**src/rtl/operand_fetch.sv**
```systemverilog
// Operand fetch stage: regfile read, writeback bypass, scoreboard hazard stall,
// and a registered valid/ready slot that hands resolved operands to execute.
module operand_fetch #(
    parameter int WIDTH      = 32,
    parameter int REG_COUNT  = 32,
    parameter int INFO_WIDTH = 64,
    localparam int AW        = $clog2(REG_COUNT)
) (
    input  logic                  clk,
    input  logic                  rst,
    input  logic                  flush,
    input  logic                  in_valid,
    output logic                  in_ready,
    input  logic [AW-1:0]         in_rs1,
    input  logic [AW-1:0]         in_rs2,
    input  logic [AW-1:0]         in_rd,
    input  logic                  in_rd_en,
    input  logic [INFO_WIDTH-1:0] in_info,
    output logic [AW-1:0]         rf_read_addr [2],
    output logic                  rf_read_enable [2],
    input  logic [WIDTH-1:0]      rf_read_data [2],
    input  logic                  wb_valid,
    input  logic [AW-1:0]         wb_addr,
    input  logic [WIDTH-1:0]      wb_data,
    output logic                  out_valid,
    input  logic                  out_ready,
    output logic [WIDTH-1:0]      out_rs1_data,
    output logic [WIDTH-1:0]      out_rs2_data,
    output logic [AW-1:0]         out_rd,
    output logic                  out_rd_en,
    output logic [INFO_WIDTH-1:0] out_info,
    output logic [31:0]           stall_count
);

    logic [REG_COUNT-1:0] pending;
    logic                 hazard;
    logic                 accept;
    logic                 issue;
    logic                 wb_clear;

    function automatic logic wb_hit(input logic [AW-1:0] r);
        return wb_valid && (wb_addr == r) && (r != '0);
    endfunction

    // A register is busy while its writer is in flight (unless it writes back
    // right now) or while its writer still sits in our own output slot.
    function automatic logic busy(input logic [AW-1:0] r);
        return (r != '0) &&
               ((pending[r] && !wb_hit(r)) || (out_valid && out_rd_en && (out_rd == r)));
    endfunction

    function automatic logic [WIDTH-1:0] resolve(input logic [AW-1:0] r,
                                                 input logic [WIDTH-1:0] rf);
        if (r == '0)
            return '0;
        if (wb_hit(r))
            return wb_data;
        return rf;
    endfunction

    always_comb begin
        rf_read_addr[0]   = in_rs1;
        rf_read_addr[1]   = in_rs2;
        rf_read_enable[0] = in_valid;
        rf_read_enable[1] = in_valid;
    end

    assign hazard   = in_valid && (busy(in_rs1) || busy(in_rs2) || (in_rd_en && busy(in_rd)));
    assign in_ready = !hazard && (!out_valid || out_ready) && !flush;
    assign accept   = in_valid && in_ready;
    assign issue    = out_valid && out_ready && !flush && out_rd_en && (out_rd != '0);
    assign wb_clear = wb_valid && (wb_addr != '0);

    always_ff @(posedge clk or posedge rst) begin
        if (rst) begin
            out_valid    <= 1'b0;
            out_rs1_data <= '0;
            out_rs2_data <= '0;
            out_rd       <= '0;
            out_rd_en    <= 1'b0;
            out_info     <= '0;
        end else if (accept) begin
            out_valid    <= 1'b1;
            out_rs1_data <= resolve(in_rs1, rf_read_data[0]);
            out_rs2_data <= resolve(in_rs2, rf_read_data[1]);
            out_rd       <= in_rd;
            out_rd_en    <= in_rd_en;
            out_info     <= in_info;
        end else if (out_valid && (out_ready || flush)) begin
            out_valid    <= 1'b0;
        end
    end

    // Bit 0 is never written, so it stays at its reset value of zero.
    always_ff @(posedge clk or posedge rst) begin
        if (rst) begin
            pending <= '0;
        end else begin
            for (int i = 1; i < REG_COUNT; i++) begin
                if (issue && (out_rd == AW'(i)))
                    pending[i] <= 1'b1;
                else if (wb_clear && (wb_addr == AW'(i)))
                    pending[i] <= 1'b0;
            end
        end
    end

    always_ff @(posedge clk or posedge rst) begin
        if (rst)
            stall_count <= '0;
        else if (hazard && !flush && (stall_count != 32'hFFFF_FFFF))
            stall_count <= stall_count + 32'd1;
    end

endmodule
```
**config.mk**
```make
export PLATFORM = sky130hd
export DESIGN_NAME = operand_fetch
export DESIGN_NICKNAME = d
export VERILOG_FILES = /design/src/rtl/operand_fetch.sv
export SDC_FILE = /design/constraint.sdc
export NUM_CORES = 1
export LEC_CHECK = 0
export CORE_UTILIZATION = 46
export CTS_CLUSTER_DIAMETER = 30
export DETAILED_ROUTE_END_ITERATION = 10
export PLACE_DENSITY = 0.82
export SYNTH_ARGS = -nofsm -noshare
export SYNTH_HDL_FRONTEND = slang
export SYNTH_SLANG_ARGS = --single-unit
```
**constraint.sdc**
```tcl
create_clock -name clk -period 8.4 [get_ports clk]
set_clock_uncertainty 0.05 [all_clocks]
set_input_delay 2.52 -clock clk [delete_from_list [all_inputs] [get_ports clk]]
set_output_delay 2.52 -clock clk [all_outputs]
set_load 0.01 [all_outputs]
```
Yosys cells after proc, flatten, opt, wreduce, memory -nomap -nowiden
Cells that the tools add are included.

operators by class
  $add $sub $neg = 1
  magnitude comparators = 3
  equality and inequality tests = 69
  muxes and demuxes = 88
  reduce and logical (&&, ||, !) cells = 143

operator list
  operator                 count
  $mux W32                 8
  $eq A5 B5 Y1 const B     32
  $logic_and A1 B1 Y1      91
  $eq A5 B4 Y1 const B     16
  $mux W1                  77
  $reduce_bool A2 Y1       32
  $eq A5 B3 Y1 const B     8
  $add A32 B1 Y32 const B  1
  $ne A32 B32 Y1 const B   1
  $eq A5 B5 Y1             6
  $reduce_bool A5 Y1       5
  $eq A5 B2 Y1 const B     4
  $lt A5 B6 Y1 const B     3
  $bmux W1 S5              3
  $eq A5 B1 Y1 const B     2
  $logic_not A5 Y1         2
  $logic_or A1 B1 Y1       7
  $logic_not A1 Y1         6

storage, ports and cells
  bits in registers = 198
  input bits = 187
  output and inout port bits = 180
  logic and storage cells = 342

Logic depth before layout (Yosys ltp)
Gate-level depths: netlist of run 1.

  depth in word-level cells = 19
  depth in mapped cells = 11
  mapped depth without buffers = 8

Least setup slack after synthesis of run 1
Ideal clock, no wire load.

  path kind = input-to-output
  start = in in_rs1[1]
  end = out in_ready
  arrival time = 4280 ps
  required time = 5830 ps
  slack = 1550 ps
  stages = 9
  buffers on the path = 2
  path through = buf_2 or2_1 or4_1 clkbuf_1 nor4b_1 a211oi_1 nand3_1 o21ai_0 and2_1

on the way
  word-level cells in the longest chain between the ends = 13
  elaborated cells between the ends (all ways) = 18
  classes of those cells = eq/ne (2); mux (2); reduce/logical (14)

ends and longest elaborated chain
  element                                                              line  RTL
  start, declared                                                      14    input logic [AW-1:0] in_rs1,
  parallel branches: the longest is 6 deep, another holds $bmux W1 S5  n/a
  $logic_and A1 B1 Y1 (*)                                              48    return (r != '0) &&
  $logic_or A1 B1 Y1 (*) (2 in series)                                 68    assign hazard = in_valid && (busy(in_rs1) || busy(in_rs2) || (in_rd_en && busy(in_rd)));
  $logic_and A1 B1 Y1 (*)                                              68
  $logic_not A1 Y1 (*)                                                 69    assign in_ready = !hazard && (!out_valid || out_ready) && !flush;
  $logic_and A1 B1 Y1 (*) (2 in series)                                69
  end, declared                                                        13    output logic in_ready,

Every way passes the cells marked *. The select of a mux whose other input is x is not followed.

Worst setup path after layout of run 1
  start = in in_rs2[0]
  end = out in_ready

on the way
  word-level cells in the longest chain between the ends = 13
  elaborated cells between the ends (all ways) = 18
  classes of those cells = eq/ne (2); mux (2); reduce/logical (14)

ends and longest elaborated chain
  element                                                              line  RTL
  start, declared                                                      15    input logic [AW-1:0] in_rs2,
  parallel branches: the longest is 6 deep, another holds $bmux W1 S5  n/a
  $logic_and A1 B1 Y1 (*)                                              48
  $logic_or A1 B1 Y1 (*) (2 in series)                                 68
  $logic_and A1 B1 Y1 (*)                                              68
  $logic_not A1 Y1 (*)                                                 69
  $logic_and A1 B1 Y1 (*) (2 in series)                                69

Marked as above.

==> flow_summary.json, run 1 <==
{
  "cts_buffers": 17,
  "timing.final.crit_share_pct": 96.0,
  "drive_gt1_share_pct": 14.3,
  "firstDrtPassIters": 6,
  "period_needed_ns": 8.07,
  "die_area_um2": 22800,
  "critPathMaxFanout": 10,
  "async_flop_share_pct": 100,
  "max_freq_ghz": 0.124,
  "clk_latency_ns": 0.44,
  "grt_usage_pct": 28.6,
  "syn_nets": 1089,
  "n_fill_cell": 1630,
  "netlist_instances": 901,
  "place.gp.congestion": 0.944,
  "crit_type": "input pin to output pin",
  "drtIter0Drc": 648,
  "dp_hpwl_um": 23800,
  "rr_startpoint": "pending[19]",
  "endpoint_kind": "output pin",
  "yosys_warnings": 1,
  "ys_seq_area_share_pct": 48.6,
  "yosysUniqueCellTypes": 52,
  "post-cts-setup-buffer-count": 0,
  "hold_class": "register to register",
  "synth.area.top_cells": "dfrtp_1, mux2_2, mux2i_1, o21ai_0, mux2_1",
  "postSynthAreaPerCell_um2": 11.3,
  "pre_cts_slack_ns": 0.256,
  "io_pins": 367,
  "setup_viol": 0,
  "synth_top_area_share_pct": 48.6,
  "power_density_nw_per_um2": 219,
  "min-delay-start": "out_info[37]",
  "grt.met3_usage_pct": 6.75,
  "required_ns": 5.83,
  "synth-edff-count": 0,
  "worstMarginPinSlew_ns": 1.12,
  "grt_pass1_vias": 8514,
  "grt.met2_usage_pct": 48.8,
  "synth-seq-cells": 198,
  "area_delta_synth_final_pct": 42.7,
  "cts.sinks": 198,
  "grt_max_degree": 144,
  "num_rows": 54,
  "cts_tree": "yes",
  "netlist_area_um2": 10200,
  "synth_ff_type": "dfrtp_1",
  "die_x_um": 151,
  "vdd_ir_drop_max_mv": 0.146,
  "io_buffers": 366,
  "busiest_layer": "met2",
  "relSlewSlack_pct": 25.2,
  "synth_top_cell_by_area": "dfrtp_1",
  "fin_setup_tns_ns": 0,
  "drv_cap": 0,
  "clk_pin_slew_ns": 0.08,
  "p_leak_nw": 6.03,
  "cp-start-kind": "input pin",
  "grt.met1_usage_pct": 33.7,
  "wl_per_cell_um": 21.3,
  "wl_um": 32700,
  "dieHeight_um": 151,
  "cp-startpoint": "in_rs2[0]",
  "cp.arrival_ns": 5.50,
  "drc": 0,
  "final_cell_mix": "clkdlybuf4s50_1, dfrtp_1, o21ai_0",
  "hold_viol_final": 0,
  "grt_pass1_wl_um": 48600,
  "cts.path.max_buffers": 2,
  "fin_ws_ns": 0.332,
  "final_common_cell": "clkdlybuf4s50_1",
  "rsz0062_at_grt": "no",
  "slew_violations": 0,
  "num-nets-final": 1424,
  "total_power_w": 0.00319,
  "grt_overflow": 0,
  "outcome": "finished clean",
  "viasPerCell": 5.64,
  "clk_root_buffer_cell": "clkbuf_16",
  "via_count": 8662,
  "antenna_found_initial": 5,
  "coreArea_um2": 21800,
  "antenna_left": 0,
  "cts_htree_levels": 4,
  "start_util_pct": 46.9
}
-- final timing paths --
kind                                     to  slack (ns)  cells past startpoint
setup / recovery                   in_ready        0.33                      9
hold / removal                 out_info[37]        0.44                      1
setup reg to reg           out_rs2_data[11]        4.83                      9
hold reg to reg                out_info[37]        0.44                      1
max in group asynchronous  out_rs1_data[11]        4.26                      3
min in group asynchronous   out_rs1_data[1]        2.63                      2
-- final cells by class --
cell class                 instances  area (um2)  share of cell area (%)
inverter                          15        63.8                   0.438
sequential                       198        4950                    34.0
timing repair buffer             386        3820                    26.2
clock buffer                      19         433                    2.97
tap                              280         350                    2.41
multi-input combinational        618        4790                    32.9
antenna                            6        15.0                   0.103
clock inverter                    13         131                   0.903
-- cells by family after synthesis --
| kind of cell | count (synthesis) | synth area share (%) |
|---|---|---|
| and+or+nand+nor | 232 | 11.0 |
| muxes | 205 | 24.0 |
| AOI/OAI and AO/OA | 119 | 6.43 |
| xor gates and xnor gates | 61 | 5.24 |
| adders and majority gates | 1 | 0.123 |
| buffers and inverters | 85 | 4.56 |
| DFF | 198 | 48.6 |
-- layer usage --
layer / share of wire, % / vias to the layer above
met5: 0 / -
met4: 4.1 / 0
met3: 8.1 / 91
met2: 51 / 420
met1: 37 / 4292
li1: - / 3859
-- power breakdown --
group	leakage (nW)	internal, W	switching [W]	total, W
logic	3.31	0.000643	0.000416	0.00106
registers	2.45	0.00117	0.000163	0.00133
clock network	0.272	0.000397	0.000403	0.000800
-- critical path: stages --
cell and delay [ns]:
clkdlybuf4s50_1 0.72, buf_4 0.30, mux2i_1 0.09, mux4_2 0.49, a311oi_1 0.30, a32o_1 0.28, o21ai_0 0.10, and2_1 0.16
clkdlybuf4s50_1 0.53
-- through the flow --
stage / cells / instance area, um2 / hold slack [ns] / utilization, %
global placement: 1497 / 14000 / 0.417 / 64.2
finish: 1535 / 14600 / 0.439 / 66.9
global route: 1534 / 14600 / 0.450 / 66.9
floorplan: 901 / 10200 / 0.450 / -
CTS: 1529 / 14500 / 0.442 / 66.8
detailed placement: 1497 / 14000 / 0.424 / 64.2
-- timing repair --
item | CTS | global route
resized for setup | 0 | 1
hold buffers | 0 | 0
hold endpoints to repair | 0 | 0
endpoints found under the setup margin | 0 | 1
-- synthesized netlist by cell type, drive strengths merged (14+ instances only) --
library cell	count
mux4	15
nand3	15
mux2	139
xnor2	22
buf	42
nor2	46
xor2	39
nor4	14
nand2	87
o21ai	99
nor3	23
clkbuf	28
inv	15
mux2i	51
dfrtp	198
-- registers in the layout, summed over array words and instances (netlist names) --
register / cells
stall_count: 32
out_info: 64
out_rs1_data: 32
out_rd_en: 1
pending: 31
out_rd: 5
out_rs2_data: 32
out_valid: 1
(Power assumes the default switching activity.)
==> run 2, diff against run 1 <==
Settings changed: SETUP_SLACK_MARGIN set to 0.02.
==> results of run 2 <==
The final DEF is identical to that of run 1; final timing and power are the same.
==> run 3, diff against run 2 <==
Settings changed: CORE_MARGIN set to 3.
==> run 3 against run 2 <==
  * Sequential power hardly changed
  * Global-route usage decreased by 0.58 points
  * Clock power up 6.6%
  * Clock-buffer cell count fell by 2
  * Core utilization grew 1.4 points
  * Sequential share of layout area decreased by 0.18 points
  * First-iteration DRC count rose by 1.4%
  * Critical endpoint unchanged
==> flow_summary.json, run 3 (synthesis results as in run 1) <==
{
  "grt_max_degree": 134,
  "clk_pin_slew_ns": 0.08,
  "grt.met3_usage_pct": 7.20,
  "cts.path.max_buffers": 2,
  "rsz0062_at_grt": "no",
  "timing.final.crit_share_pct": 96.1,
  "grt_pass1_vias": 8762,
  "cts_hold_buffers": 0,
  "cts_tree": "yes",
  "endpoint_kind": "output pin",
  "dp_hpwl_um": 25000,
  "period_needed_ns": 8.07,
  "antenna_found_initial": 8,
  "cts_buffers": 17,
  "post-cts-setup-buffer-count": 0,
  "pre_cts_slack_ns": 0.348,
  "drc": 0,
  "antenna_left": 0,
  "cts_htree_levels": 4,
  "total_power_w": 0.00325,
  "grt_pass1_wl_um": 52000,
  "num_rows": 53,
  "busiest_layer": "met2",
  "regMostFlops": "out_info",
  "final_cell_mix": "clkdlybuf4s50_1, dfrtp_1, o21ai_0",
  "viasPerCell": 5.65,
  "start_util_pct": 47.6,
  "outcome": "finished clean",
  "p_leak_nw": 6.05,
  "grt_usage_pct": 28.1,
  "critPathMaxFanout": 10,
  "fin_ws_ns": 0.330,
  "max_freq_ghz": 0.124,
  "setup_viol": 0,
  "cp.arrival_ns": 5.50,
  "io_pins": 367,
  "via_count": 8661,
  "io_buffers": 366,
  "hold_viol_final": 0,
  "die_area_um2": 24000,
  "num-nets-final": 1425,
  "drive_gt1_share_pct": 14.5,
  "cts_resized": 0,
  "area_delta_synth_final_pct": 43.5,
  "grt_overflow": 0,
  "cp-start-kind": "input pin",
  "final_common_cell": "clkdlybuf4s50_1",
  "drtIter0Drc": 657,
  "hold_class": "register to register",
  "cts.sinks": 198,
  "power_density_nw_per_um2": 222,
  "worstMarginPinSlew_ns": 0.936,
  "coreArea_um2": 21400,
  "crit_type": "input pin to output pin",
  "slew_violations": 0,
  "relSlewSlack_pct": 37.6,
  "place.gp.congestion": 0.989,
  "grt.met1_usage_pct": 34.3,
  "drv_cap": 0,
  "die_x_um": 155,
  "firstDrtPassIters": 5,
  "required_ns": 5.83,
  "clk_latency_ns": 0.45,
  "fin_setup_tns_ns": 0,
  "dieHeight_um": 155,
  "wl_per_cell_um": 22.4,
  "largest_register_ffs": 64,
  "grt.met2_usage_pct": 46.7,
  "clk_root_buffer_cell": "clkbuf_16",
  "vdd_ir_drop_max_mv": 0.136,
  "wl_um": 34300
}
==> run 3: changes by cell type in the layout (fill, tap and decap cells not counted) <==
cell,change
diode_2,+1
clkinv_4,-1
clkbuf_1,-2
inv_6,-2
dlymetal6s2s_1,-1
clkinv_8,+3
inv_12,+3
buf_4,-1
clkdlybuf4s50_1,+1
buf_12,+2
inv_8,-1
==> run 3: final timing paths <==
path	start	endpoint	slack, ns	depth (start not counted)
hold / removal	out_info[63]	out_info[63]	0.44	1
setup / recovery	in_rd[1]	in_ready	0.33	9
max in group asynchronous	rst	stall_count[12]	4.16	3
hold reg to reg	out_info[63]	out_info[63]	0.44	1
min in group asynchronous	rst	out_info[44]	2.64	2
setup reg to reg	pending[21]	out_rs2_data[22]	5.22	8
==> run 3: layer usage <==
metal | vias up | wire [um]
li1 | 3862 | -
met1 | 4237 | 12900
met2 | 462 | 16800
met3 | 98 | 2920
met4 | 2 | 1720
met5 | - | 14
==> run 3: where the power goes <==
group / total (W) / leakage, nW / switching (W) / internal [W]
sequential: 0.00133 / 2.45 / 0.000166 / 0.00117
clock: 0.000853 / 0.293 / 0.000441 / 0.000411
combinational: 0.00107 / 3.31 / 0.000423 / 0.000644
==> run 3: cell type report <==
| cell class | instances | area [um2] |
|---|---|---|
| clock buffer | 17 | 425 |
| multi-input combinational | 618 | 4790 |
| tap | 275 | 344 |
| clock inverter | 15 | 191 |
| sequential | 198 | 4950 |
| timing repair buffer | 387 | 3850 |
| inverter | 15 | 63.8 |
| antenna | 7 | 17.5 |
| fill | 1612 | 6790 |
==> run 3: worst max-delay path: stages <==
cell             delay (ns)
clkdlybuf4s50_1        0.69
or4_1                  0.58
o21ai_0                0.24
nor4_1                 0.10
a211oi_1               0.23
nand3_1                0.24
o21ai_0                0.19
and2_1                 0.14
clkdlybuf4s50_1        0.58
==> run 3: metrics by stage <==
stage	area (um2)	utilization (%)	cells	hold WS [ns]
finish	14600	68.3	1532	0.439
global route	14600	68.3	1532	0.461
CTS	14600	68.2	1525	0.442
detailed placement	14000	65.4	1493	0.425
global placement	14000	65.4	1493	0.416
floorplan	10200	-	901	0.450
